<file path="src/rtl/cva6_cfg_dump_tx.sv">
// Streams the elaborated CVA6 configuration as a fixed sequence of 32-bit words over valid/ready.
// Optional trailing XOR checksum word when CVA6_CFG_DUMP_CHECKSUM_EN is defined.
package config_pkg;
    typedef struct packed {
        int unsigned XLEN;
        int unsigned VLEN;
        bit          RVA;
        bit          RVB;
        bit          RVC;
        bit          RVD;
        bit          RVF;
        bit          RVH;
        bit          RVV;
        bit          RVZCB;
        bit          RVZCMP;
        bit          RVZiCond;
        bit          CvxifEn;
        bit          MmuPresent;
        bit          RVS;
        bit          RVU;
        bit          DebugEn;
        bit          PerfCounterEn;
        bit          FpgaEn;
        bit          SuperscalarEn;
        int unsigned IcacheByteSize;
        int unsigned IcacheSetAssoc;
        int unsigned IcacheLineWidth;
        int unsigned DcacheByteSize;
        int unsigned DcacheSetAssoc;
        int unsigned DcacheLineWidth;
        int unsigned DCacheType;
        int unsigned AxiAddrWidth;
        int unsigned AxiDataWidth;
        int unsigned AxiIdWidth;
        int unsigned NrScoreboardEntries;
        int unsigned NrCommitPorts;
        int unsigned NrLoadBufEntries;
        int unsigned BTBEntries;
        int unsigned BHTEntries;
        int unsigned RASDepth;
        int unsigned NrPMPEntries;
        int unsigned DataTlbEntries;
        logic [63:0] HaltAddress;
        logic [63:0] ExceptionAddress;
        logic [63:0] DmBaseAddress;
        int unsigned InstrTlbEntries;
        int unsigned SharedTlbDepth;
        int unsigned MaxOutstandingStores;
    } cva6_cfg_t;
endpackage

module cva6_cfg_dump_tx #(
    parameter config_pkg::cva6_cfg_t CVA6Cfg = '0,
    parameter logic [31:0]           Magic   = 32'hCA6C_F600
) (
    input  logic        clk_i,
    input  logic        rst_ni,
    input  logic        req_i,
    input  logic        abort_i,
    output logic [31:0] data_o,
    output logic        valid_o,
    input  logic        ready_i,
    output logic        last_o,
    output logic        busy_o
);

`ifdef CVA6_CFG_DUMP_CHECKSUM_EN
    localparam int unsigned NumWords = 17;
`else
    localparam int unsigned NumWords = 16;
`endif
    localparam logic [4:0] LastIdx = 5'(NumWords - 1);

    // Constant word map derived from the configuration at elaboration
    function automatic logic [15:0][31:0] build_words(config_pkg::cva6_cfg_t c);
        logic [15:0][31:0] w;
        w     = '0;
        w[0]  = Magic;
        w[1]  = {16'(c.VLEN), 16'(c.XLEN)};
        w[2]  = 32'({c.SuperscalarEn, c.FpgaEn, c.PerfCounterEn, c.DebugEn, c.RVU, c.RVS,
                     c.MmuPresent, c.CvxifEn, c.RVZiCond, c.RVZCMP, c.RVZCB, c.RVV, c.RVH,
                     c.RVF, c.RVD, c.RVC, c.RVB, c.RVA});
        w[3]  = 32'(c.IcacheByteSize);
        w[4]  = {16'(c.IcacheLineWidth), 16'(c.IcacheSetAssoc)};
        w[5]  = 32'(c.DcacheByteSize);
        w[6]  = {8'(c.DCacheType), 8'(c.DcacheLineWidth), 16'(c.DcacheSetAssoc)};
        w[7]  = {8'(c.AxiIdWidth), 8'(c.AxiDataWidth), 16'(c.AxiAddrWidth)};
        w[8]  = {8'(c.NrLoadBufEntries), 8'(c.NrCommitPorts), 16'(c.NrScoreboardEntries)};
        w[9]  = {8'(c.RASDepth), 12'(c.BHTEntries), 12'(c.BTBEntries)};
        w[10] = {16'(c.DataTlbEntries), 16'(c.NrPMPEntries)};
        w[11] = 32'(c.HaltAddress);
        w[12] = 32'(c.ExceptionAddress);
        w[13] = 32'(c.DmBaseAddress);
        w[14] = {16'(c.SharedTlbDepth), 16'(c.InstrTlbEntries)};
        w[15] = 32'(c.MaxOutstandingStores);
        return w;
    endfunction

    localparam logic [15:0][31:0] Words = build_words(CVA6Cfg);

    typedef enum logic {
        IDLE,
        SEND
    } state_e;

    state_e     state;
    logic [4:0] idx;
`ifdef CVA6_CFG_DUMP_CHECKSUM_EN
    logic [31:0] chk;
`endif

    // Dump sequencer; outputs are loaded with the word for the index being entered
    always_ff @(posedge clk_i) begin
        if (!rst_ni) begin
            state   <= IDLE;
            idx     <= '0;
            data_o  <= '0;
            valid_o <= 1'b0;
            last_o  <= 1'b0;
            busy_o  <= 1'b0;
`ifdef CVA6_CFG_DUMP_CHECKSUM_EN
            chk     <= '0;
`endif
        end else begin
            case (state)
                IDLE: begin
                    if (req_i && !abort_i) begin
                        state   <= SEND;
                        idx     <= '0;
                        data_o  <= Words[0];
                        valid_o <= 1'b1;
                        last_o  <= 1'b0;
                        busy_o  <= 1'b1;
`ifdef CVA6_CFG_DUMP_CHECKSUM_EN
                        chk     <= '0;
`endif
                    end
                end
                SEND: begin
                    if (abort_i || (ready_i && last_o)) begin
                        state   <= IDLE;
                        idx     <= '0;
                        data_o  <= '0;
                        valid_o <= 1'b0;
                        last_o  <= 1'b0;
                        busy_o  <= 1'b0;
`ifdef CVA6_CFG_DUMP_CHECKSUM_EN
                        chk     <= '0;
`endif
                    end else if (ready_i) begin
                        idx    <= idx + 5'd1;
                        last_o <= ((idx + 5'd1) == LastIdx);
`ifdef CVA6_CFG_DUMP_CHECKSUM_EN
                        chk    <= chk ^ data_o;
                        // Word after idx 15 is the running XOR including the word now accepted
                        data_o <= (idx == 5'd15) ? (chk ^ data_o) : Words[4'(idx + 5'd1)];
`else
                        data_o <= Words[4'(idx + 5'd1)];
`endif
                    end
                end
                default: state <= IDLE;
            endcase
        end
    end

endmodule

</file>
<file path="config.mk">
export PLATFORM = sky130hd
export DESIGN_NAME = cva6_cfg_dump_tx
export DESIGN_NICKNAME = d
export VERILOG_FILES = /design/src/rtl/cva6_cfg_dump_tx.sv
export SDC_FILE = /design/constraint.sdc
export NUM_CORES = 1
export LEC_CHECK = 0
export ABC_AREA = 1
export BUFFER_PORTS_ARGS = -buffer_cell sky130_fd_sc_hd__clkbuf_2
export CORE_AREA = 2 2 43 45
export DETAILED_ROUTE_END_ITERATION = 16
export DIE_AREA = 0 0 45 47
export PLACE_DENSITY = 0.86
export RECOVER_POWER = 25
export REMOVE_ABC_BUFFERS = 1
export SETUP_SLACK_MARGIN = 0.5
export SLEW_MARGIN = 20
export SYNTH_ARGS = -nofsm -noshare
export SYNTH_HDL_FRONTEND = slang
export SYNTH_SLANG_ARGS = --single-unit
</file>
<file path="constraint.sdc">
create_clock -name clk_i -period 2.5 [get_ports clk_i]
set_input_delay 0.375 -clock clk_i [delete_from_list [all_inputs] [get_ports clk_i]]
set_output_delay 0.375 -clock clk_i [all_outputs]
set_load 0.02 [all_outputs]
</file>
-- Word level (Yosys, flattened, before mapping)
Memories as Yosys holds them, arrays and structs flattened.
Cells that the tools add are included.
- multiplexer cells: 19
- eq/ne operators: 4
- bitwise logic cells: 1
- reductions and logical operators: 6
- $add $sub $neg: 1
- order comparisons: 1
- operator list (kind ; count):
    two-way mux 32 bit ; 4
    one-hot mux 32 bit (2 select lines) ; 1
    two-way mux 5 bit ; 3
    one-hot mux 5 bit (2 select lines) ; 1
    two-way mux 1 bit ; 7
    one-hot mux 1 bit (2 select lines) ; 3
    adder 5 x 1 -> 5 bit (second input constant) ; 1
    equality test 5 x 4 -> 1 bit (second input constant) ; 1
    < comparator 4 x 5 -> 1 bit (second input constant) ; 1
    AND reduction 2 bit ; 2
    != test 3 x 2 -> 1 bit (second input constant) ; 1
    logical AND 1 bit ; 2
    != test 2 x 1 -> 1 bit (second input constant) ; 1
    != test 2 bit (second input constant) ; 1
    logical NOT 1 bit ; 1
    logical OR 1 bit ; 1
    inverter 1 bit ; 1
- logic and storage cells: 38
- memory bits (read-only): 512
- memories kept: 1
- input port bits: 5
- register bits after elaboration: 40
- memories (memory ; words ; bits a word ; rd ports ; clocked after Yosys merged registers in ; write ports ; line ; source):
    (no name shown) ; 16 ; 32 ; 1 ; 0 ; 0 ; 158 ; data_o <= Words[4'(idx + 5'd1)];

-- Depth between registers and ports, before layout
Gate-level depths: netlist of run 1.
- word-level depth: 6
- depth in mapped cells: 7
- depth with buffers taken out: 7

-- Worst setup path before layout of run 1
No wires, ideal clock.
- kind: reg2out
- from: reg data_o[30] (netlist name)
- to: out data_o[10]
- setup slack: 1268 ps
- stages on the path, launching flop included: 2
- path buffers: 1
- required time: 2125 ps
- data arrival time: 857 ps
- cell sequence: dfxtp_1 buf_4
- RTL lines (what ; line ; source):
    to (decl) ; 60 ; output logic [31:0] data_o,

-- Worst setup path in the final report of run 1
- from: reg state
- to: reg last_o
- cells in the longest elaborated chain, start to end: 3
- RTL lines (what ; line ; source):
    from (decl) ; 106 ; state_e state;
    from (signal assigned) ; 115 ; state <= IDLE;
    from (signal assigned) ; 128 ; state <= SEND;
    from (signal assigned) ; 141 ; state <= IDLE;
    inverter 1 bit ; - ;
    != test 2 bit (no source line) ; - ;
    AND reduction 2 bit (no source line) ; - ;
    to (signal assigned) ; 152 ; last_o <= ((idx + 5'd1) == LastIdx);
    to (decl) ; 63 ; output logic last_o,
Parallel ways exist; a longest one is shown, timed or not.
A chain may end at the register's enable or synchronous reset.

==> results of run 1 <==
==> sequential cells by signal, indices dropped and copies added, names as in the netlist <==
signal and count:
busy_o 1, data_o 1, idx 5, last_o 1, state 1
==> worst max-delay path, cell delays in order (launching register included) <==
cell and delay [ns]:
dfxtp_1 0.40, nand2_2 0.06, o21ai_0 0.73, nand2_1 0.12, a21oi_1 0.19
==> cell families (layout without fill, tap and decap cells) <==
logic type | Yosys count | count (layout)
compound gates | 10 | 10
other cells | 1 | 18
simple gates | 36 | 36
flops | 9 | 9
fa+ha+maj | 3 | 3
buf+inv | 43 | 36
==> worst paths after layout <==
path,end,from,cells past startpoint,slack [ns]
max reg2reg,last_o,state,4,0.93
min reg2reg,idx[4],idx[4],2,0.48
max,last_o,state,4,0.93
min,data_o[30],rst_ni,3,0.35
==> through the flow <==
| step | power, W | cell area (um2) | setup TNS [ns] | hold WS, ns | utilization |
|---|---|---|---|---|---|
| after global routing | 0.000381 | 684 | 0 | 0.393 | 0.414 |
| after detailed placement | 0.000259 | 672 | 0 | 0.468 | 0.407 |
| after CTS | 0.000368 | 698 | 0 | 0.355 | 0.423 |
| final | 0.000363 | 684 | 0 | 0.352 | 0.414 |
| after global placement | 0.000257 | 672 | 0 | 0.466 | 0.407 |
| after floorplan | 0.000230 | 546 | -0.0150 | 0.452 | - |
==> layer usage <==
metal	track usage	vias to the layer above	routed length, um
met5	0	-	0
met4	0.0706	0	12
met1	0.124	250	458
li1	-	289	-
met3	0.0115	2	53
met2	0.229	18	637
==> area by class of cell <==
class	instances	area, um2	area share
Multi-Input combinational cell	67	310	0.453
Sequential cell	9	180	0.263
Timing Repair Buffer	21	105	0.154
Inverter	11	41.3	0.0603
Clock buffer	4	26.3	0.0384
Tap cell	17	21.3	0.0311
==> cells in the final DEF, fill, tap and decap left out <==
| cell type | Yosys | final |
|---|---|---|
| a21oi_1 | 8 | 8 |
| clkbuf_4 | 0 | 3 |
| o21ai_0 | 1 | 2 |
| clkbuf_1 | 0 | 1 |
| ha_1 | 3 | 3 |
| dfxtp_1 | 9 | 9 |
| nand3_1 | 4 | 4 |
| nand2_2 | 3 | 2 |
| nand2_1 | 20 | 21 |
| or2_1 | 1 | 1 |
| inv_1 | 11 | 11 |
| nand4_1 | 3 | 3 |
| conb_1 | 1 | 18 |
| nor2_1 | 5 | 5 |
| clkbuf_2 | 0 | 21 |
==> where the power goes <==
group	leakage, nW	total, W	internal (W)	switching (W)
combinational	0.284	0.0000986	0.0000223	0.0000763
sequential	0.0731	0.000154	0.000147	0.00000699
clock	0.0150	0.000110	0.0000614	0.0000489
total	0.372	0.000363	0.000231	0.000132
==> summary.md, run 1 <==
| Metric | Value |
|---|---|
| TritonCTS clock tree | `built` |
| Yosys reg bits | `9` |
| First-pass detailed-route iteration total | `3` |
| Worst-margin pin slew | `0.922 ns` |
| RSZ-0062 raised after global routing | `false` |
| Starting Density | `0.437` |
| Area Overhead vs Synth | `-5.20%` |
| Post-Syn Area | `722 um2` |
| Max cap viols | `0` |
| Yosys top cell by area | `buf_4` |
| Gr ovfl total | `0` |
| Main combinational cell family by area after synthesis | `buffers and inverters` |
| Die height | `47 um` |
| Post-Synthesis Cells | `102` |
| Syn_area_per_cell | `7.08 um2` |
| Post-cts resize count | `0` |
| Peak supply drop | `301 uV` |
| Final min period | `1.57 ns` |
| Post-synthesis adder-cell area fraction | `0.0520` |
| Dpl ws | `1.25 ns` |
| Post-placement cell count | `125` |
| CP Class | `flip-flop to flip-flop` |
| Worst-path fanout max | `8` |
| Async set or reset register ratio after synthesis | `0` |
| Synth top cells by count | `buf_4, nand2_1, inv_1` |
| Rows | `15` |
| Seq/Total Area, Yosys | `0.250` |
| IO Port Bufs | `21` |
| Final period util | `0.628` |
| Count of cell types in the netlist | `14` |
| Area share of the leading cell type in the synthesized netlist | `0.333` |
| Residual DRC count | `0` |
| Drt total wl | `1.16 mm` |
| Post-route non-filler standard cell count | `129` |
| Leakage power | `0.372 nW` |
| CP Capture Type | `flip-flop` |
| Max Transition Viols Final | `0` |
| Synth Area in Compound Gates | `0.0849` |
| Number of H-tree levels | `1` |
| Main area contributors after synthesis | `buf_4, dfxtp_1, nand2_1` |
| Syn. warnings | `0` |
| Worst Path Arrival | `1.75 ns` |
| Core ar. | `1650 um2` |
| Post CTS Setup Buffer Count | `0` |
| Result of the run | `completed` |
| Synth Area in Simple Gates | `0.218` |
| Routed Antenna Nets | `0` |
| XOR/XNOR Fraction of Synth Area | `0` |
| Ant. Diodes | `0` |
| Hold buffers post-CTS | `0` |
| CP required | `around 2.7 ns` |
| PD cells | `531 nW/um2` |
| Fin. Hold Viols | `0` |
| Worst-path clk slew | `0.06 ns` |
| Fillers | `approximately 180` |
| Cts bufs inserted | `3` |
| Crit start category | `flip-flop` |
| Area of the die | `2120 um2` |
| Vias/cell | `4.33` |
| Primary FF master, synth | `dfxtp_1` |
| Initial antenna violation count | `0` |
| Max Freq | `around 640 MHz` |
| IO Pins | `40` |
| Final Skew | `0.00505 ns` |
| Post-DP HPWL | `about 940 um` |
| Clock Latency Late Sink | `approximately 0.26 ns` |
| Root buffer cell | `clkbuf_4` |
| First-pass GRT wire length | `1.83 mm` |
| Vias in the first global route | `465` |
| Max Buffers Root-to-Sink | `2` |
| DR WL/cell | `9.00 um` |
| Mux share of post-synthesis cell area | `0` |
| DR iter-0 viols | `4` |
| Die width | `45 um` |
| Setup WS post-layout | `0.931 ns` |
| EDFF count, synth | `0` |
| Count leader, synth | `buf_4` |
| Routability cong. | `0.789` |
| Relative slew slack | `0.379` |
| CTS sink cnt | `9` |
| Total global-route track usage | `0.119` |
| Vias | `around 560` |
| Hold Path Class | `primary input to flip-flop` |
| Final setup viols | `0` |
| Share of cells above drive strength 1 | `0.232` |
| Fin nets | `121` |
| Pin count of the biggest net entering global routing | `16` |
Note: power is estimated with default switching activity, not from simulation.
==> run 2, diff against run 1 <==
CORE_AREA = 2 2 44 46   (was 2 2 43 45)
DIE_AREA = 0 0 46 48   (was 0 0 45 47)
PLACE_DENSITY = 0.83   (was 0.86)
clock period = 1.45 ns   (was 2.5 ns; I/O delays follow)
==> run 2 against run 1 <==
Net effect: non-clock buffer count up 4; sequential power up 69%; via count up 9.7%; hold slack worse by 0.17 ns; largest cell class unchanged; largest power group unchanged; highest routed layer unchanged.
==> summary.md, run 2 (synthesized netlist as in run 1, its figures left out) <==
| Metric | Value |
|---|---|
| Result of the run | `completed` |
| Area of the multi-input gates | `364 um2 (+17%)` |
| CP required | `1.64 ns (-1.04 ns)` |
| Core ar. | `1690 um2 (+2.3%)` |
| Fillers | `168 (-7.2%)` |
| Final Skew | `0.00831 ns (+0.00326 ns)` |
| IO Pins | `40 (unchanged)` |
| Hold Path Class | `primary input to flip-flop` |
| Area of the die | `2210 um2 (+4.4%)` |
| Final setup viols | `0 (unchanged)` |
| Most frequent cells in the layout | `conb_1, nand2_1, inv_1` |
| Max Buffers Root-to-Sink | `2 (unchanged)` |
| Met2 Routed Length | `975 um (+53%)` |
| Max cap viols | `0 (unchanged)` |
| Fin. Hold Viols | `0 (unchanged)` |
| Post-DP HPWL | `966 um (+2.3%)` |
| Vias in the first global route | `520 (+12%)` |
| Final period util | `0.817 (+0.189)` |
| CTS sink cnt | `9 (unchanged)` |
| Peak supply drop | `532 uV (+77%)` |
| Final min period | `1.18 ns (-0.384 ns)` |
| Number of H-tree levels | `1 (unchanged)` |
| Pin count of the biggest net entering global routing | `16 (unchanged)` |
| Max Transition Viols Final | `0 (unchanged)` |
| Post-route non-filler standard cell count | `133 (+3.1%)` |
| Worst-path clk slew | `0.06 ns (about the same)` |
| Final Cell Area | `880 um2 (+29%)` |
| Clock Latency Late Sink | `0.26 ns (about the same)` |
| Drt total wl | `1.59 mm (+37%)` |
| PD cells | `808 nW/um2 (+52%)` |
| DR WL/cell | `11.9 um (+33%)` |
| Vias | `613 (+9.7%)` |
| Fin nets | `125 (+3.3%)` |
| Starting Density | `0.427 (-0.00971)` |
| Gr ovfl total | `0 (unchanged)` |
| DR WL met3 | `65 um (+23%)` |
| Routed Antenna Nets | `0 (unchanged)` |
| Worst Path Arrival | `1.37 ns (-0.38 ns)` |
| Routability cong. | `0.806 (+2.2%)` |
| First-pass detailed-route iteration total | `4 (+1)` |
| Register Area | `194 um2 (+7.6%)` |
| CP Class | `flip-flop to flip-flop` |
| Rows | `15 (unchanged)` |
| Residual DRC count | `0 (unchanged)` |
| DR iter-0 viols | `5 (+1)` |
| TritonCTS clock tree | `built` |
| Area Overhead vs Synth | `21.8%` |
| Max Freq | `844 MHz (+32%)` |
| Placed instance area | `672 um2 (unchanged)` |
| Dpl ws | `0.208 ns (-1.04 ns)` |
| M1 WL | `510 um (+11%)` |
| Die width | `46 um (+2.2%)` |
| Max Used Layer | `met4` |
| CP Capture Type | `flip-flop` |
| Cts bufs inserted | `3 (unchanged)` |
| Initial antenna violation count | `0 (unchanged)` |
| Reg with most FFs | `idx` |
| Leakage power | `0.413 nW (+11%)` |
| Vias/cell | `4.61 (+6.4%)` |
| Worst-path fanout max | `5 (-3)` |
| Most common cell after layout, fill and taps aside | `conb_1` |
| Final Util | `0.521 (+0.106)` |
| Share of cells above drive strength 1 | `0.371 (+0.139)` |
| IO Port Bufs | `21 (unchanged)` |
| Die height | `48 um (+2.1%)` |
| Setup WS post-layout | `0.265 ns (-0.666 ns)` |
| Post-placement cell count | `125 (unchanged)` |
| Max FFs per register | `5 (unchanged)` |
| Root buffer cell | `clkbuf_4` |
| Crit start category | `flip-flop` |
| Ant. Diodes | `0 (unchanged)` |
| First-pass GRT wire length | `2.20 mm (+20%)` |
| Total global-route track usage | `0.143 (+0.0240)` |
| RSZ-0062 raised after global routing | `true` |
==> run 2: critical path, stage by stage (launching register included) <==
cell and delay (ns):
dfxtp_4 0.37, ha_4 0.18, ha_4 0.26, nand2_2 0.04, nor2_2 0.07, nand2_1 0.06, a21oi_1 0.13
==> run 2: per-layer routing <==
metal / vias to the layer above / GRT usage
met5: - / 0
met4: 0 / 0.0857
met3: 4 / 0.0264
met2: 25 / 0.283
met1: 288 / 0.133
li1: 296 / -
==> run 2: final timing paths <==
check | startpoint | end | slack [ns] | cells after the start
max | idx[1] | last_o | 0.27 | 6
min | rst_ni | data_o[30] | 0.19 | 3
max reg2reg | idx[1] | last_o | 0.27 | 6
min reg2reg | idx[4] | idx[4] | 0.50 | 2
==> run 2: final cells by class <==
type	count	area share
well taps	17	0.0242
repair buffers	25	0.265
inverters	11	0.0469
clock buffers	4	0.0299
flip-flops and latches	9	0.220
multi-input cells	67	0.414
==> run 2: where the power goes <==
group | internal [W] | switching [W]
Combinational | 0.0000992 | 0.000157
Sequential | 0.000252 | 0.00000926
Clock | 0.000106 | 0.0000873
Total | 0.000457 | 0.000254
==> run 2: repair_timing <==
action | in CTS | in global routing
gates resized for setup | 27 | 23
setup endpoints to repair | 25 | 25
hold buffers | 0 | 0
setup buffers | 1 | 3
pin swaps | 0 | 7
==> run 2: metrics by stage <==
step           TNS (ns)  power [W]  hold WS [ns]
2_1_floorplan    -12.99   0.000396         0.340
3_3_place_gp          0   0.000444         0.462
3_5_place_dp          0   0.000447         0.467
4_1_cts               0   0.000676         0.184
5_1_grt               0   0.000746         0.206
6_report              0   0.000710         0.187
==> run 3, diff against run 2 <==
ABC_AREA = 0   (was 1)
clock period = 1.15 ns   (was 1.45 ns; I/O delays follow)
==> run 3 against run 2 <==
Net effect: the flow now finishes with violations (negative setup slack); sequential share of layout area grew 0.19 points; clock-buffer cell count is the same; critical path depth shrank 2; clock power grew 36%; wire length shrank 3.8%; register-to-register slack lost 0.35 ns; first-iteration DRC count grew 40%; critical path type unchanged; critical endpoint is now idx[3]; largest cell class unchanged; largest power group unchanged; highest routed layer unchanged.
==> summary.md, run 3 <==
| Metric | Value |
|---|---|
| Fin nets | `111 (-11%)` |
| Initial antenna violation count | `0 (unchanged)` |
| Hold buffers post-CTS | `0 (unchanged)` |
| First-pass detailed-route iteration total | `4 (unchanged)` |
| Area Overhead vs Synth | `19.5%` |
| Max Buffers Root-to-Sink | `2 (unchanged)` |
| Hold path cells | `3 (unchanged)` |
| Routability cong. | `0.789 (-2.2%)` |
| Total global-route track usage | `0.141 (-0.00189)` |
| TritonCTS clock tree | `built` |
| Final total power | `0.000841 W (+18%)` |
| Most frequent cells in the layout | `conb_1, clkbuf_2, buf_4` |
| Yosys reg bits | `9 (unchanged)` |
| Max Freq | `811 MHz (-3.9%)` |
| Starting Density | `0.421 (-0.00667)` |
| Gr ovfl total | `0 (unchanged)` |
| IO Port Bufs | `21 (unchanged)` |
| Post-Syn Area | `711 um2 (-1.6%)` |
| Critical R2R Capture | `idx[3]` |
| Final period util | `1.07 (+0.255)` |
| Root buffer cell | `clkbuf_4` |
| Crit start category | `flip-flop` |
| DR iter-0 viols | `7 (+2)` |
| Depth of the most critical reg-to-reg path | `4 (-2)` |
| Setup WS post-layout | `-0.0824 ns (-0.348 ns)` |
| Routed Antenna Nets | `0 (unchanged)` |
| Max cap viols | `0 (unchanged)` |
| Count of cell types in the netlist | `27 (+13)` |
| Final Skew | `0.00513 ns (-0.00319 ns)` |
| Ant. Diodes | `0 (unchanged)` |
| Leakage power | `0.389 nW (-5.8%)` |
| CTS sink cnt | `9 (unchanged)` |
| Final min period | `1.23 ns (+0.0478 ns)` |
| Area of the die | `2210 um2 (unchanged)` |
| Die width | `46 um (unchanged)` |
| IO Pins | `40 (unchanged)` |
| DR WL/cell | `12.8 um (+7.5%)` |
| Cts bufs inserted | `3 (unchanged)` |
| HP Start | `abort_i` |
| Reg with most FFs | `idx` |
| CP Class | `flip-flop to flip-flop` |
| Seq/Total Area, Yosys | `0.254 (+0.00395)` |
| First-pass GRT wire length | `2.15 mm (-2.5%)` |
| Worst Path Arrival | `1.40 ns (+0.03 ns)` |
| RSZ-0062 raised after global routing | `true` |
| Reg2Reg Setup Slack | `-0.08 ns (-0.35 ns)` |
| Async set or reset register ratio after synthesis | `0 (unchanged)` |
| Worst-path clk slew | `0.07 ns (about the same)` |
| Vias | `567 (-7.5%)` |
| Drt total wl | `1.53 mm (-3.8%)` |
| Fillers | `150 (-11%)` |
| CP Capture Type | `flip-flop` |
| Failing checks | `negative setup slack` |
| Result of the run | `finished, violations left` |
| Final setup viols | `7 (+7)` |
| CP required | `1.32 ns (-0.32 ns)` |
| Number of H-tree levels | `1 (unchanged)` |
| R2r startpoint | `state` |
| Syn. warnings | `0 (unchanged)` |
| Fin. Hold Viols | `0 (unchanged)` |
| Vias in the first global route | `492 (-5.4%)` |
| Pin count of the biggest net entering global routing | `16 (unchanged)` |
| Count leader, synth | `buf_4` |
| Die height | `48 um (unchanged)` |
| Rows | `15 (unchanged)` |
| Setup TNS | `-0.330 ns (-0.330 ns)` |
| Synth top cells by count | `buf_4, dfxtp_1, o21ai_0` |
| Residual DRC count | `0 (unchanged)` |
| Area share of the leading cell type in the synthesized netlist | `0.338 (+0.00527)` |
| Core ar. | `1690 um2 (unchanged)` |
| Vias/cell | `4.76 (+3.4%)` |
| WHS Endpoint | `state` |
| PD cells | `990 nW/um2 (+23%)` |
| Max Transition Viols Final | `0 (unchanged)` |
| Peak supply drop | `436 uV (-18%)` |
| Post-DP HPWL | `989 um (+2.3%)` |
| EDFF count, synth | `0 (unchanged)` |
| Max FFs per register | `5 (unchanged)` |
| Share of cells above drive strength 1 | `0.520 (+0.149)` |
| Syn_area_per_cell | `8.46 um2 (+20%)` |
| Clock Latency Late Sink | `0.27 ns (about the same)` |
| Hold Path Class | `primary input to flip-flop` |
| Post-Synthesis Cells | `84 (-18%)` |
| Yosys top cell by area | `buf_4` |
| Main area contributors after synthesis | `buf_4, dfxtp_1, ha_1` |
| Worst-path fanout max | `6 (+1)` |
| Primary FF master, synth | `dfxtp_1` |
## run 3: changes by cell type after synthesis, moves of 2 or more
| cell | change |
|---|---|
| nand4_1 | -2 |
| nand2_2 | -3 |
| nand2_1 | -19 |
| inv_1 | -9 |
| o21ai_0 | +4 |
| nor2_1 | -2 |
| a21oi_1 | -5 |
| and2_1 | +3 |
| nor2b_1 | +3 |
## run 3: final cells by class
| class | instances | area [um2] | share of cell area |
|---|---|---|---|
| multi-input combinational | 57 | 400 | 0.471 |
| timing repair buffer | 30 | 205 | 0.242 |
| sequential | 9 | 189 | 0.222 |
| clock buffer | 4 | 26.3 | 0.0309 |
| tap | 17 | 21.3 | 0.0250 |
| inverter | 2 | 7.51 | 0.00884 |
## run 3: routing by layer
metal | GRT usage | part of all wire | vias up
met5 | 0 | 0 | -
li1 | - | - | 268
met3 | 0.0453 | 0.047 | 6
met2 | 0.264 | 0.57 | 25
met4 | 0.0800 | 0.026 | 0
met1 | 0.135 | 0.36 | 268
## run 3: worst max-delay path by stage
stage | start | to | slack, ns | depth (start not counted)
3_3_place_gp | state | idx[3] | -0.12 | 4
3_5_place_dp | state | idx[3] | -0.14 | 4
2_1_floorplan | data_o[30] | data_o[30] | -1.43 | 2
5_1_grt | state | idx[3] | -0.11 | 4
4_1_cts | state | idx[3] | -0.07 | 4
6_report | state | idx[3] | -0.08 | 4
## run 3: cell families (layout without fill, tap and decap cells)
family	count (synthesis)	after routing	share of synthesized area
fa+ha+maj	3	3	0.0528
buf+inv	35	36	0.364
other cells	1	18	0.00528
xor+xnor	2	2	0.0247
simple gates	20	20	0.180
flops	9	9	0.254
compound gates	14	14	0.120
## run 3: worst max-delay path, stage by stage, from the launching register on
cell	delay, ns
dfxtp_2	0.32
or3b_4	0.37
and2_4	0.20
o2bb2ai_2	0.12
and2_1	0.13
## run 3: what timing repair did
action	CTS	global route
buffers inserted	1	0
pin swaps	8	7
resized for setup	28	4
endpoints found under the setup margin	26	26
## run 3: power by group
part           switching (W)  internal [W]
combinational       0.000166     0.0000747
clock               0.000129      0.000134
sequential         0.0000155      0.000321
## run 3: through the flow
step / worst slack [ns] / instance area (um2) / utilization / cells / hold slack [ns]
after floorplan: -1.43 / 523 / - / 68 / 0.249
after global placement: -0.120 / 709 / 0.420 / 114 / 0.471
after detailed placement: -0.141 / 709 / 0.420 / 114 / 0.491
after CTS: -0.0683 / 841 / 0.498 / 119 / 0.204
after global routing: -0.113 / 850 / 0.503 / 119 / 0.209
final: -0.0824 / 850 / 0.503 / 119 / 0.206
